### src/rtl/fetch_unit_if.sv
// Bundle between the fetch unit, its instruction memory and the IF/ID register.
// imem_req/imem_ready: a read completes on any cycle where both are 1; req may drop between cycles.
interface fetch_unit_if;
    logic        stall;
    logic        redirect_valid;
    logic [15:0] redirect_pc;
    logic        imem_req;
    logic [15:0] imem_addr;
    logic [15:0] imem_rdata;
    logic        imem_ready;
    logic [15:0] if_instruction;
    logic [15:0] if_pc_plus;
    logic        if_valid;
    logic        halted;

    modport master (
        input  stall, redirect_valid, redirect_pc, imem_rdata, imem_ready,
        output imem_req, imem_addr, if_instruction, if_pc_plus, if_valid, halted
    );

    modport slave (
        output stall, redirect_valid, redirect_pc, imem_rdata, imem_ready,
        input  imem_req, imem_addr, if_instruction, if_pc_plus, if_valid, halted
    );
endinterface

### src/rtl/fetch_unit.sv
// Instruction fetch stage: PC register, one-entry IF/ID output buffer and FETCH/HALT control.
module fetch_unit #(
    parameter logic [15:0] RESET_PC    = 16'h0000,
    parameter logic [4:0]  HALT_OPCODE = 5'b00000
) (
    input  logic          clk,
    input  logic          rst,
    fetch_unit_if.master  bus,
    output logic          o_dbg_state
);

    typedef enum logic {
        ST_FETCH = 1'b0,
        ST_HALT  = 1'b1
    } state_t;

    state_t      r_state;
    state_t      w_state_nxt;
    logic [15:0] r_pc;
    logic [15:0] r_instr;
    logic [15:0] r_pc_plus;
    logic        r_valid;
    logic [15:0] w_pc_inc;
    logic        w_req;
    logic        w_accept;
    logic        w_is_halt;

    assign w_pc_inc  = r_pc + 16'd2;
    assign w_is_halt = (bus.imem_rdata[15:11] == HALT_OPCODE);

    // Only request when the buffer will have room after this edge; a redirect makes any response moot.
    assign w_req    = rst && (r_state == ST_FETCH) && !bus.redirect_valid
                      && (!r_valid || !bus.stall);
    assign w_accept = w_req && bus.imem_ready;

    always_comb begin
        w_state_nxt = r_state;
        if (bus.redirect_valid) begin
            w_state_nxt = ST_FETCH;
        end else if (w_accept && w_is_halt) begin
            w_state_nxt = ST_HALT;
        end
    end

    always_ff @(posedge clk) begin
        if (!rst) begin
            r_state <= ST_FETCH;
        end else begin
            r_state <= w_state_nxt;
        end
    end

    always_ff @(posedge clk) begin
        if (!rst) begin
            r_pc      <= RESET_PC;
            r_valid   <= 1'b0;
            r_instr   <= 16'h0000;
            r_pc_plus <= 16'h0000;
        end else if (bus.redirect_valid) begin
            r_pc    <= {bus.redirect_pc[15:1], 1'b0};
            r_valid <= 1'b0;
        end else if (w_accept) begin
            r_instr   <= bus.imem_rdata;
            r_pc_plus <= w_pc_inc;
            r_valid   <= 1'b1;
            r_pc      <= w_pc_inc;
        end else if (r_valid && !bus.stall) begin
            r_valid <= 1'b0;
        end
    end

    assign bus.imem_req       = w_req;
    assign bus.imem_addr      = r_pc;
    assign bus.if_instruction = r_instr;
    assign bus.if_pc_plus     = r_pc_plus;
    assign bus.if_valid       = r_valid;
    assign bus.halted         = (r_state == ST_HALT);
    assign o_dbg_state        = (r_state == ST_HALT);

endmodule

### src/flat_wrapper.sv
// flat-port wrapper written by rule: the top's interface ports become plain ports
module fetch_unit_flat 
#(
    parameter logic [15:0] RESET_PC    = 16'h0000,
    parameter logic [4:0]  HALT_OPCODE = 5'b00000
)
  (clk, rst, o_dbg_state, bus_stall, bus_redirect_valid, bus_redirect_pc, bus_imem_rdata, bus_imem_ready, bus_imem_req, bus_imem_addr, bus_if_instruction, bus_if_pc_plus, bus_if_valid, bus_halted);
  fetch_unit_if bus_i ();
  input  logic clk;
  input  logic rst;
  output logic o_dbg_state;
  input wire logic [$bits(bus_i.stall)-1:0] bus_stall;
  input wire logic [$bits(bus_i.redirect_valid)-1:0] bus_redirect_valid;
  input wire logic [$bits(bus_i.redirect_pc)-1:0] bus_redirect_pc;
  input wire logic [$bits(bus_i.imem_rdata)-1:0] bus_imem_rdata;
  input wire logic [$bits(bus_i.imem_ready)-1:0] bus_imem_ready;
  output wire logic [$bits(bus_i.imem_req)-1:0] bus_imem_req;
  output wire logic [$bits(bus_i.imem_addr)-1:0] bus_imem_addr;
  output wire logic [$bits(bus_i.if_instruction)-1:0] bus_if_instruction;
  output wire logic [$bits(bus_i.if_pc_plus)-1:0] bus_if_pc_plus;
  output wire logic [$bits(bus_i.if_valid)-1:0] bus_if_valid;
  output wire logic [$bits(bus_i.halted)-1:0] bus_halted;
  assign bus_i.stall = bus_stall;
  assign bus_i.redirect_valid = bus_redirect_valid;
  assign bus_i.redirect_pc = bus_redirect_pc;
  assign bus_i.imem_rdata = bus_imem_rdata;
  assign bus_i.imem_ready = bus_imem_ready;
  assign bus_imem_req = bus_i.imem_req;
  assign bus_imem_addr = bus_i.imem_addr;
  assign bus_if_instruction = bus_i.if_instruction;
  assign bus_if_pc_plus = bus_i.if_pc_plus;
  assign bus_if_valid = bus_i.if_valid;
  assign bus_halted = bus_i.halted;
  fetch_unit #(.RESET_PC(RESET_PC), .HALT_OPCODE(HALT_OPCODE)) u_core (.clk(clk), .rst(rst), .bus(bus_i), .o_dbg_state(o_dbg_state));
endmodule
### config.mk
export PLATFORM = sky130hd
export DESIGN_NAME = fetch_unit_flat
export DESIGN_NICKNAME = d
export VERILOG_FILES = /design/src/rtl/fetch_unit_if.sv /design/src/rtl/fetch_unit.sv /design/src/flat_wrapper.sv
export SDC_FILE = /design/constraint.sdc
export NUM_CORES = 1
export LEC_CHECK = 0
export ABC_AREA = 1
export BUFFER_PORTS_ARGS = -buffer_cell sky130_fd_sc_hd__buf_2
export CAP_MARGIN = 20
export CELL_PAD_IN_SITES_DETAIL_PLACEMENT = 2
export CELL_PAD_IN_SITES_GLOBAL_PLACEMENT = 2
export CORE_ASPECT_RATIO = 1.1
export CORE_UTILIZATION = 25
export DETAILED_ROUTE_END_ITERATION = 8
export GPL_TIMING_DRIVEN = 1
export PLACE_DENSITY = 0.81
export SYNTH_ARGS = -nofsm -noshare
export SYNTH_HDL_FRONTEND = slang
export SYNTH_SLANG_ARGS = --single-unit
### constraint.sdc
create_clock -name clk -period 1.9 [get_ports clk]
set_input_delay 0.095 -clock clk [delete_from_list [all_inputs] [get_ports clk]]
set_output_delay 0.095 -clock clk [all_outputs]
set_load 0.02 [all_outputs]
## Word level (Yosys, flattened, before mapping)

Index checks and enable logic that the tools add are counted.

- Add/sub/neg operators: 1
- Multiplexer cells: 4
- Bitwise gates (word level): 3
- Reduce and logical (&&, ||, !) cells: 15

Operators by type and width:

| cell | number |
|---|---|
| $mux W16 | 2 |
| $add A16 B2 Y16 const B | 1 |
| $logic_and A1 B1 Y1 | 6 |
| $logic_not A5 Y1 | 1 |
| $reduce_bool A2 Y1 | 2 |
| $logic_not A1 Y1 | 3 |
| $not A1 Y1 | 3 |
| $mux W1 | 2 |
| $reduce_and A2 Y1 | 1 |
| $reduce_or A2 Y1 | 1 |
| $logic_or A1 B1 Y1 | 1 |

- Bits in registers: 50
- Input port bits: 37
- Output and inout port bits: 52
- Logic and storage cells: 29

## Longest topological paths before layout

- Depth after elaboration: 7
- Depth in mapped cells: 9
- Mapped depth without buffers: 9

## Worst setup path after synthesis

OpenSTA, ideal clock, no wires.

- Kind: reg-to-reg
- Start point: reg u_core.r_pc[2] (netlist: u_core.bus.imem_addr[2])
- End point: reg u_core.r_pc[11] (netlist: u_core.bus.imem_addr[11])
- Setup time: 0.128 ns
- Arrival time: 1.403 ns
- Required time: 1.772 ns
- Slack: 0.369 ns
- Stages on the path, launching flop included: 9
- Buffers on the path: 0
- Period minus slack after synthesis: 1.531 ns
- Path through: dfxtp_1 > ha_1 > nand2_1 > nor2_1 > nand2_1 > o21ai_0 > nor2_1 > nor2_1 > nor2_1

- Word-level cells in the longest chain between the ends: 3

RTL lines:

| element | RTL line | RTL |
|---|---|---|
| from (decl) | fetch_unit.sv:19 | `logic [15:0] r_pc;` |
| from (signal assigned) | fetch_unit.sv:60 | `r_pc <= {bus.redirect_pc[15:1], 1'b0};` |
| from (signal assigned) | fetch_unit.sv:66 | `r_pc <= w_pc_inc;` |
| $add A16 B2 Y16 | fetch_unit.sv:28 | `assign w_pc_inc = r_pc + 16'd2;` |
| $mux W16 | fetch_unit.sv:62 | `end else if (w_accept) begin` |
| $mux W16 | fetch_unit.sv:59 | `end else if (bus.redirect_valid) begin` |

No other way between the ends. The select of a mux whose other input is x is not followed.
A chain may end at the register's enable or synchronous reset.

## Worst setup path after layout

- Start point: reg u_core.r_pc[1] (netlist: u_core.bus.imem_addr[1])
- End point: reg u_core.r_pc[11] (netlist: u_core.bus.imem_addr[11])

Same word-level chain as after synthesis.

==> impl_metrics.tcl <==
set metrics [dict create \
    run_status "finished clean" \
    clock_skew_ns 0.00631 \
    tot_gr_track_use_pct 16.9 \
    design.die.area_um2 9320 \
    hold_depth 3 \
    hold_buffers 0 \
    netlist.top_cell.by_area "sky130_fd_sc_hd__dfxtp_1" \
    power.static_leakage_uw 0.00138 \
    post_synth_instance_area_um2 2230 \
    port_buffers 85 \
    dp_hpwl_mm 5.88 \
    routed_wirelength_mm 7.58 \
    timing.critical_path.from_type "flip-flop" \
    cts_post_setup_buffers_inserted 0 \
    grt_antenna_before_repair 0 \
    core_region_area_um2 8540 \
    design_power_total_uw 2080 \
    detailedRoute.firstPassIterationCount 3 \
    seq_power_share_pct 52.4 \
    clock_root_buffer "sky130_fd_sc_hd__clkbuf_8" \
    synth.area.top_cells "sky130_fd_sc_hd__dfxtp_1, sky130_fd_sc_hd__nand2_1, sky130_fd_sc_hd__nor2_1" \
    finalWeightedCongestion 0.786 \
    worst_r2r_startpoint "u_core.bus.imem_addr[1]" \
    min_clock_period_post_route_ns 1.66 \
    globalRouteMet3Util_pct 3.00 \
    clock_sink_count 48 \
    timing.critical_path.fanout_max 5 \
    detailedRoute.firstIterationViolations 36 \
    fin_crit_share_pct 87.3 \
    max_freq_ghz 0.603 \
    worst_setup_hold_path_clk_slew_ns 0.09 \
    post_synthesis_to_final_layout_area_growth_pct 28.7 \
    vdd_drop_max_mv 0.267 \
    internal-power_uw 1460 \
    placement_rows 35 \
    grt_max_degree 28 \
    first_global_vias 2558 \
    vias_after_detailed_routing 2418 \
    timing.setup.critical_path_class "flip-flop to flip-flop" \
    antenna_cells 0 \
    setup_viol 0 \
    drcViolationCount 0 \
    htree_num_levels 2 \
    holdCritStartpoint "bus_imem_rdata[1]" \
    utilization_pct 33.7 \
    rsz0062_at_grt "false" \
    yosys.cell_types.count 29 \
    setup_tns_ns 0 \
    grt.overflow.total 0 \
    share_comb_of_total_power_pct 16.3 \
    wl_per_cell_um 14.6 \
    ys.warnings.count 0 \
    pwr-share-clk_pct 31.4 \
    power_density_nw_per_um2 724 \
    netSwitchingPower_uw 617 \
    post_cts_sizing_count 0 \
    switching_share_of_power_pct 29.7 \
    floorplan.io_pins 89 \
    ff2ff_path_depth 8 \
    layout-drive-gt1-share_pct 27.6 \
    synth_largest_type_area_fraction_pct 43.0 \
    max_cap_violations 0 \
    hold_violations 0 \
    tritoncts "yes" \
    clock_insertion_delay_worst_skew_ns 0.31 \
    clockBufferDepth 2 \
    synth_seq_area_share_pct 43.0 \
    drtAntennaViolNets 0 \
    mean_instance_size_in_the_synthesized_netlist_um2 6.94 \
    holdPathEnd "u_core.bus.if_instruction[1]" \
    synthCells 322 \
    ys_ff_latch 48 \
    fp.dieH_um 101 \
    first_pass_grt_wire_length_mm 12.2 \
    grt_busiest_layer "met2" \
    start_util_pct 26.2 \
    cts_buffers 5 \
    worst_hold_path_type "input port to flip-flop" \
    worst-endpoint-required_ns 2.10 \
    global_route.usage.met2_pct 32.7 \
    die_w_um 92.1 \
    holdWs_ns 0.0349 \
    vias_per_cell 4.65 \
    slew_violations 0 \
    cp-end-kind "flip-flop" \
    ff2ff_setup_slack_ns 0.24 \
    final_nets 446 \
    critPathArrivalTime_ns 1.86 \
    destination_of_the_worst_register_to_register_timing_path "u_core.bus.imem_addr[11]" \
    met1_usage_pct 18.8 \
]
[final cells by class]
cell class,instances,area [um2]
Clock buffer,6,82.6
Clock inverter,2,10.0
Fill cell,1086,5660
Inverter,31,121
Multi-Input combinational cell,228,1060
Sequential cell,48,961
Tap cell,111,139
Timing Repair Buffer,94,505
[cells in the final DEF (no fill, tap or decap), types with 3 or more instances in the layout]
cell / instances
sky130_fd_sc_hd__nor2_1: 59
sky130_fd_sc_hd__clkbuf_8: 6
sky130_fd_sc_hd__nand4_1: 5
sky130_fd_sc_hd__buf_4: 8
sky130_fd_sc_hd__inv_1: 29
sky130_fd_sc_hd__o21ai_0: 20
sky130_fd_sc_hd__nand3_1: 19
sky130_fd_sc_hd__xor2_1: 3
sky130_fd_sc_hd__a21oi_1: 25
sky130_fd_sc_hd__buf_2: 85
sky130_fd_sc_hd__nand3_2: 5
sky130_fd_sc_hd__dfxtp_1: 48
sky130_fd_sc_hd__nand2_1: 78
[power by group through the flow]
stage	logic (uW)	registers [uW]	clock network [uW]
floorplan	154	1160	0
global placement	330	1110	0
detailed placement	344	1110	0
CTS	346	1090	681
global route	376	1100	725
finish	338	1090	653
[metal layers]
metal  wire (um)  share of wire [%]  vias up
met2        3970                 52       57
met1        3190                 42     1168
met5           0                  0        -
met4          88                1.2        0
met3         331                4.4        6
li1            -                  -     1187
[synthesized netlist by cell type, drive strengths merged]
master / n
nand3: 24
nand4: 6
nor2: 60
o211ai: 1
o21bai: 1
clkbuf: 6
o21ai: 20
xnor2: 2
a21oi: 25
a22oi: 1
ha: 1
nand2: 79
dfxtp: 48
inv: 30
o21a: 1
clkinv: 1
buf: 10
conb: 1
xor2: 3
nor3: 2
[registers in the layout, summed over array words and instances, names as in the netlist]
name and cells:
u_core.bus.if_valid 1, u_core.bus.if_pc_plus 15, u_core.bus.halted 1, u_core.bus.if_instruction 16
u_core.bus.imem_addr 15
[how the worst max path moves through the flow]
stage               cells past startpoint                     from  slack, ns                       end
floorplan                               8  u_core.bus.imem_addr[2]       0.37  u_core.bus.imem_addr[11]
global placement                        8  u_core.bus.imem_addr[1]       0.35  u_core.bus.imem_addr[11]
detailed placement                      8  u_core.bus.imem_addr[1]       0.24  u_core.bus.imem_addr[11]
CTS                                     8  u_core.bus.imem_addr[1]       0.23  u_core.bus.imem_addr[11]
global route                            8  u_core.bus.imem_addr[2]       0.08  u_core.bus.imem_addr[11]
finish                                  8  u_core.bus.imem_addr[1]       0.24  u_core.bus.imem_addr[11]
[cell families after synthesis]
kind of cell	after synthesis	share of synthesized area, %
adders and majority gates	1	0.560
AOI/OAI and AO/OA	49	11.4
and+or+nand+nor	171	33.0
other	1	0.168
DFF	48	43.0
xor gates and xnor gates	5	1.96
buffers and inverters	47	9.91
[critical path, cell delays in order, from the launching register on]
cell	delay (ns)
sky130_fd_sc_hd__dfxtp_1	0.41
sky130_fd_sc_hd__ha_1	0.24
sky130_fd_sc_hd__nand2_1	0.07
sky130_fd_sc_hd__nor2_1	0.30
sky130_fd_sc_hd__nand2_1	0.16
sky130_fd_sc_hd__o21ai_0	0.18
sky130_fd_sc_hd__nor2_1	0.06
sky130_fd_sc_hd__nor2_1	0.09
sky130_fd_sc_hd__nor2_1	0.05
[through the flow]
stage               setup slack (ns)  area [um2]  cells
global route                  0.0770        2880    520
floorplan                      0.369        2240    323
CTS                            0.229        2880    520
global placement               0.346        2780    512
finish                         0.241        2880    520
detailed placement             0.241        2780    512
Power figures use the tool's default switching activity.
